--- config.mk ---
export PLATFORM = sky130hd
export DESIGN_NAME = mem_arbiter
export DESIGN_NICKNAME = d
export VERILOG_FILES = /design/src/rtl/mem_arbiter_pkg.sv /design/src/rtl/mem_arbiter_rr_arb2.sv /design/src/rtl/mem_arbiter.sv
export SDC_FILE = /design/constraint.sdc
export NUM_CORES = 1
export LEC_CHECK = 0
export CORE_AREA = 2 2 289 291
export DETAILED_ROUTE_END_ITERATION = 6
export DIE_AREA = 0 0 291 293
export DONT_BUFFER_PORTS = 1
export HOLD_SLACK_MARGIN = 0.12
export PLACE_DENSITY_LB_ADDON = 0.1
export SYNTH_ARGS = -nofsm -noshare
export SYNTH_HDL_FRONTEND = slang
export SYNTH_SLANG_ARGS = --single-unit
--- constraint.sdc ---
create_clock -name clk -period 1.8 [get_ports clk]
set_clock_uncertainty 0.1 [all_clocks]
set_input_delay 0.45 -clock clk [delete_from_list [all_inputs] [get_ports clk]]
set_output_delay 0.45 -clock clk [all_outputs]
set_load 0.005 [all_outputs]
--- src/rtl/mem_arbiter_pkg.sv ---
// mem_arbiter_pkg: shared widths, transaction record, requester ids and FSM state codes
package mem_arbiter_pkg;
  localparam int ADDR_W = 32;
  localparam int LINE_BITS = 128;
  localparam int OFF_W = $clog2(LINE_BITS / 8);
  localparam int MEM_TIMEOUT = 255;
  localparam int CNT_W = $clog2(MEM_TIMEOUT + 1);
  localparam logic [1:0] IDLE = 2'd0;
  localparam logic [1:0] ISSUE = 2'd1;
  localparam logic [1:0] WAIT = 2'd2;
  localparam logic [1:0] RESP = 2'd3;
  typedef enum logic {REQ_IC = 1'b0, REQ_DC = 1'b1} requester_e;
  typedef struct packed {
    logic [ADDR_W-1:0] addr;
    logic we;
    logic [LINE_BITS-1:0] wdata;
  } mem_txn_t;
endpackage

--- src/rtl/mem_arbiter_rr_arb2.sv ---
// rr_arb2: two-way round-robin pick, the requester that did not own last wins a tie
module rr_arb2
  import mem_arbiter_pkg::*;
(
  input  logic [1:0] req,
  input  requester_e last_owner,
  output logic       valid,
  output requester_e winner
);
  assign valid = |req;
  assign winner = requester_e'(req[1] && !(req[0] && last_owner == REQ_DC));
endmodule

--- src/rtl/mem_arbiter.sv ---
// mem_arbiter: shares one line-wide memory port between icache refills and dcache refill/write-back
module mem_arbiter
  import mem_arbiter_pkg::*;
(
  input  logic                 clk,
  input  logic                 rst,
  input  logic                 ic_req,
  input  logic [ADDR_W-1:0]    ic_addr,
  output logic                 ic_gnt,
  output logic                 ic_rvalid,
  output logic [LINE_BITS-1:0] ic_rdata,
  output logic                 ic_err,
  input  logic                 dc_req,
  input  logic                 dc_we,
  input  logic [ADDR_W-1:0]    dc_addr,
  input  logic [LINE_BITS-1:0] dc_wdata,
  output logic                 dc_gnt,
  output logic                 dc_rvalid,
  output logic [LINE_BITS-1:0] dc_rdata,
  output logic                 dc_err,
  output logic                 mem_req,
  output logic                 mem_we,
  output logic [ADDR_W-1:0]    mem_addr,
  output logic [LINE_BITS-1:0] mem_wdata,
  input  logic                 mem_rvalid,
  input  logic [LINE_BITS-1:0] mem_rdata
);
  logic [1:0] state;
  requester_e owner, last_owner, pick;
  logic pick_valid, pick_ic, own_dc, done;
  logic [ADDR_W-1:0] pick_addr;
  logic [CNT_W-1:0] cnt;
  mem_txn_t txn;
  rr_arb2 u_arb (.req({dc_req, ic_req}), .last_owner(last_owner), .valid(pick_valid), .winner(pick));
  assign pick_ic = pick == REQ_IC;
  assign pick_addr = pick_ic ? ic_addr : dc_addr;
  assign own_dc = owner == REQ_DC;
  assign done = mem_rvalid || cnt == CNT_W'(MEM_TIMEOUT - 1);
  assign mem_addr = txn.addr;
  assign mem_we = txn.we;
  assign mem_wdata = txn.wdata;
  always_ff @(posedge clk) begin
    if (!rst) begin
      state <= IDLE;
      owner <= REQ_IC;
      last_owner <= REQ_DC;
      txn <= '0;
      cnt <= '0;
      mem_req <= 1'b0;
      ic_gnt <= 1'b0;
      dc_gnt <= 1'b0;
      ic_rvalid <= 1'b0;
      dc_rvalid <= 1'b0;
      ic_rdata <= '0;
      dc_rdata <= '0;
      ic_err <= 1'b0;
      dc_err <= 1'b0;
    end else begin
      mem_req <= 1'b0;
      ic_gnt <= 1'b0;
      dc_gnt <= 1'b0;
      ic_rvalid <= 1'b0;
      dc_rvalid <= 1'b0;
      ic_rdata <= '0;
      dc_rdata <= '0;
      ic_err <= 1'b0;
      dc_err <= 1'b0;
      case (state)
        IDLE: if (pick_valid) begin
          state <= ISSUE;
          owner <= pick;
          last_owner <= pick;
          txn.addr <= pick_addr & {{(ADDR_W - OFF_W){1'b1}}, {OFF_W{1'b0}}};
          txn.we <= !pick_ic && dc_we;
          txn.wdata <= pick_ic ? '0 : dc_wdata;
          mem_req <= 1'b1;
          ic_gnt <= pick_ic;
          dc_gnt <= !pick_ic;
        end
        ISSUE: begin
          cnt <= '0;
          state <= WAIT;
        end
        WAIT: begin
          cnt <= cnt + 1'b1;
          if (done) begin
            state <= RESP;
            ic_rvalid <= !own_dc;
            dc_rvalid <= own_dc;
            ic_rdata <= !own_dc && mem_rvalid ? mem_rdata : '0;
            dc_rdata <= own_dc && mem_rvalid ? mem_rdata : '0;
            ic_err <= !own_dc && !mem_rvalid;
            dc_err <= own_dc && !mem_rvalid;
          end
        end
        default: state <= IDLE;
      endcase
    end
  end
  a_gnt_excl: assert property (@(posedge clk) disable iff (!rst) !(ic_gnt && dc_gnt));
  a_rv_excl: assert property (@(posedge clk) disable iff (!rst) !(ic_rvalid && dc_rvalid));
  a_rv_wait: assert property (@(posedge clk) disable iff (!rst) mem_rvalid |-> state == WAIT);
  a_ic_hold: assert property (@(posedge clk) disable iff (!rst) ic_req && !ic_gnt |=> ic_req || ic_gnt);
  a_dc_hold: assert property (@(posedge clk) disable iff (!rst) dc_req && !dc_gnt |=> dc_req || dc_gnt);
endmodule

==> flow_summary.yaml <==
outcome:
  status: "finished with violations"
  failed_checks: "negative hold slack"
timing:
  period_minus_slack_ns: 1.70
  worst_slew_margin_rel: 0.614
  timing.final.setup_violations: 0
  postLayoutSetupSlackWorst_ns: 0.101
  max_slew.worst_pin.slew_ns: 0.576
  finalCritPeriodShare: 0.944
  hold_viol_final: 59
  fmaxAchievable_mhz: 589
  grt_setup_unrepaired: "no"
  fin_setup_tns_ns: 0
  slew_viol_final: 0
  timing.hold.ws_ns: -0.0923
layout:
  nets: 1755
  fillers: 8774
  layout.core_utilization: 0.232
  final_layout_size_suffix_gt1_frac: 0.0917
  fin_cells: 2532
  area_growth_pct: 40.4
  final_area_um2: 19000
global_route:
  antenna_found_initial: 1
  wire_length_of_the_first_global_routing_pass_um: 69900
  grt_pass1_vias: 9431
  grt_start_max_net_pins: 171
  grt.overflow.total: 0
  groute.usage.overall: 0.110
hold_path:
  holdCritPathClass: "in2reg"
  timing.hold.worst.start: "rst"
  worst_hold_path.endpoint: "mem_wdata[123]"
  hold_depth: 1
worst_setup_path:
  timing_worst_setup_path_type: "reg2reg"
  rr_endpoint: "mem_addr[11]"
  cp_top_family: "buffers and inverters"
  path_depth: 6
  rrSetupSlack_ns: 0.10
  critical-path-max-stage-delay_ns: 0.35
  critical-path-slowest-cell: "sky130_fd_sc_hd__mux2i_1"
  crit_path_cell_trace: "a21boi_4 > buf_12 > mux2i_1 > buf_4 > nand2_1 > o211a_1"
  setup.worst_path.end_class: "flop"
  wp_data_required_ns: 2.15
  r2r_start: "last_owner"
  r2r_cells: 6
  cp_buf_inv_count: 2
  highest_fanout_seen_on_the_critical_path: 28
  critical_path_arrival_ns: 2.05
  worst_setup_path_startpoint: "last_owner"
  start_kind: "flop"
logic_synthesis:
  synth_most_common_cell: "sky130_fd_sc_hd__dfxtp_1"
  synthTopCellsByCount: "432 x sky130_fd_sc_hd__dfxtp_1, 258 x sky130_fd_sc_hd__and2_1, 133 x sky130_fd_sc_hd__nor2b_1"
  ys_warn_count: 0
  count_of_flip_flops_with_a_built_in_enable_after_synthesis: 0
  synth_cell_type_count: 28
  synth_flop_cell: "sky130_fd_sc_hd__dfxtp_1"
  synth.area.top_cells: "sky130_fd_sc_hd__dfxtp_1 64%, sky130_fd_sc_hd__and2_1 12%, sky130_fd_sc_hd__a22oi_1 7.2%, sky130_fd_sc_hd__nor2b_1 6.2%, sky130_fd_sc_hd__mux2i_1 2.1%"
  synthDominantAreaCellType: "sky130_fd_sc_hd__dfxtp_1"
  ys_seq_elements: 432
  share_of_synthesized_area_occupied_by_flip_flops_and_latches: 0.639
  yosys_top_cell_area_share: 0.639
  syn_area_um2: 13500
  asyncSetResetFlopFracSynth: 0
  syn-instance-count: 1194
  synth_area_per_cell_um2: 11.3
placed_design:
  dpl_worst_slack_ns: -0.0866
  place_area_um2: 15100
  port_buffers: 0
  gp_congestion: 0.774
  detailed_place_hpwl_um: 38000
  dp_cells: 2222
route:
  wl_um: 50300
  drt_drc_violations_left: 0
  detail_route.iter0.violations: 353
  detail_route.wl_per_cell_um: 19.9
  detailed_routing_iterations_pass_1: 6
  drt-vias-per-instance: 3.66
  antenna_violating_nets_post_route: 0
  via_count: 9259
power:
  total_power_mw: 25.9
  vdd_drop_max_uv: 612
  power_per_cell_area_nw_per_um2: 1360
  p_leak_nw: 7.35
clock_network:
  clock_path_buffers: 3
  tritoncts: "yes"
  cts.repair_timing.setup_buffer_count: 0
  cts_sinks: 432
  clk_transition_reported_paths_ns: 0.06
  cts_htree_levels: 2
  worstSkewPairLatency_ns: 0.59
  cts_buffers: 51
  clk_root_buffer_cell: "sky130_fd_sc_hd__clkbuf_16"
die:
  die_area_um2: 85300
  std_cell_rows: 105
  core_region_area_um2: 81800
  dieHeight_um: 293
  design.portCount: 750
  start_util: 0.165
  chipWidth_um: 291
run:
  number_of_max_cap_violations: 0
-- sequential cells by signal, summed over array words and instances (netlist names), 2 cells and up --
signal,flops
mem_addr,28
cnt,8
state,2
mem_wdata,128
ic_rdata,128
dc_rdata,128
-- worst max-delay path by stage --
stage | slack (ns) | endpoint
2_1_floorplan | 0.13 | cnt[2]
3_3_place_gp | -0.06 | mem_addr[11]
3_5_place_dp | -0.09 | mem_addr[12]
4_1_cts | 0.004 | mem_wdata[10]
5_1_grt | 0.004 | mem_addr[11]
6_report | 0.10 | mem_addr[11]
-- repair_timing --
action / in CTS / in global routing
hold buffers: 159 / 60
setup endpoints to repair: 0 / 183
endpoints found under the hold margin: 432 / 173
gates resized for setup: 0 / 3
-- cell type report --
type                            instances  area, um2  share of cell area
Timing Repair Buffer                  265       2760               0.145
Multi-Input combinational cell        669       4510               0.238
Tap cell                             1070       1340              0.0705
Clock buffer                           75       1500              0.0788
Inverter                                5       18.8            0.000988
Sequential cell                       432       8650               0.455
Antenna cell                            1       2.50            0.000132
Clock inverter                         15        211              0.0111
-- power by group --
part	internal (mW)	switching, mW
Combinational	1.94	2.17
Clock	6.31	4.14
Sequential	10.5	0.870
Total	18.7	7.18
-- per-layer routing --
layer  vias up  routed length, um  share of wire  GRT usage
met5         -                  0              0          0
met4         0               1550          0.031     0.0393
met3        84               3840          0.076     0.0388
met2       397              27200           0.54      0.211
met1      4373              17700           0.35      0.110
li1       4405                  -              -          -
-- cells by family after synthesis --
group           share of synthesized area
simple gates                        0.200
flops                               0.639
compound gates                      0.100
buf+inv                            0.0320
mux                                0.0207
fa+ha+maj                         0.00463
xor+xnor                          0.00259
other cells                      0.000277
-- worst reg2reg max path, stage by stage, from the launching register on --
cell	delay, ns
sky130_fd_sc_hd__dfxtp_1	0.33
sky130_fd_sc_hd__a21boi_4	0.18
sky130_fd_sc_hd__buf_12	0.23
sky130_fd_sc_hd__mux2i_1	0.38
sky130_fd_sc_hd__buf_4	0.17
sky130_fd_sc_hd__nand2_1	0.05
sky130_fd_sc_hd__o211a_1	0.12
-- placed cells by master, fill, tap and decap left out, types with 5 or more instances in the layout --
cell type / n
sky130_fd_sc_hd__dfxtp_1: 432
sky130_fd_sc_hd__and2_1: 257
sky130_fd_sc_hd__dlygate4sd3_1: 219
sky130_fd_sc_hd__nor2b_1: 132
sky130_fd_sc_hd__a22oi_1: 129
sky130_fd_sc_hd__clkbuf_16: 51
sky130_fd_sc_hd__nand2_1: 36
sky130_fd_sc_hd__o211a_1: 28
sky130_fd_sc_hd__buf_4: 28
sky130_fd_sc_hd__mux2i_1: 27
sky130_fd_sc_hd__buf_12: 18
sky130_fd_sc_hd__clkbuf_8: 13
sky130_fd_sc_hd__nor2_1: 12
sky130_fd_sc_hd__clkbuf_1: 11
sky130_fd_sc_hd__clkinv_2: 7
sky130_fd_sc_hd__a21oi_1: 6
sky130_fd_sc_hd__inv_1: 5
(Power assumes the default switching activity.)
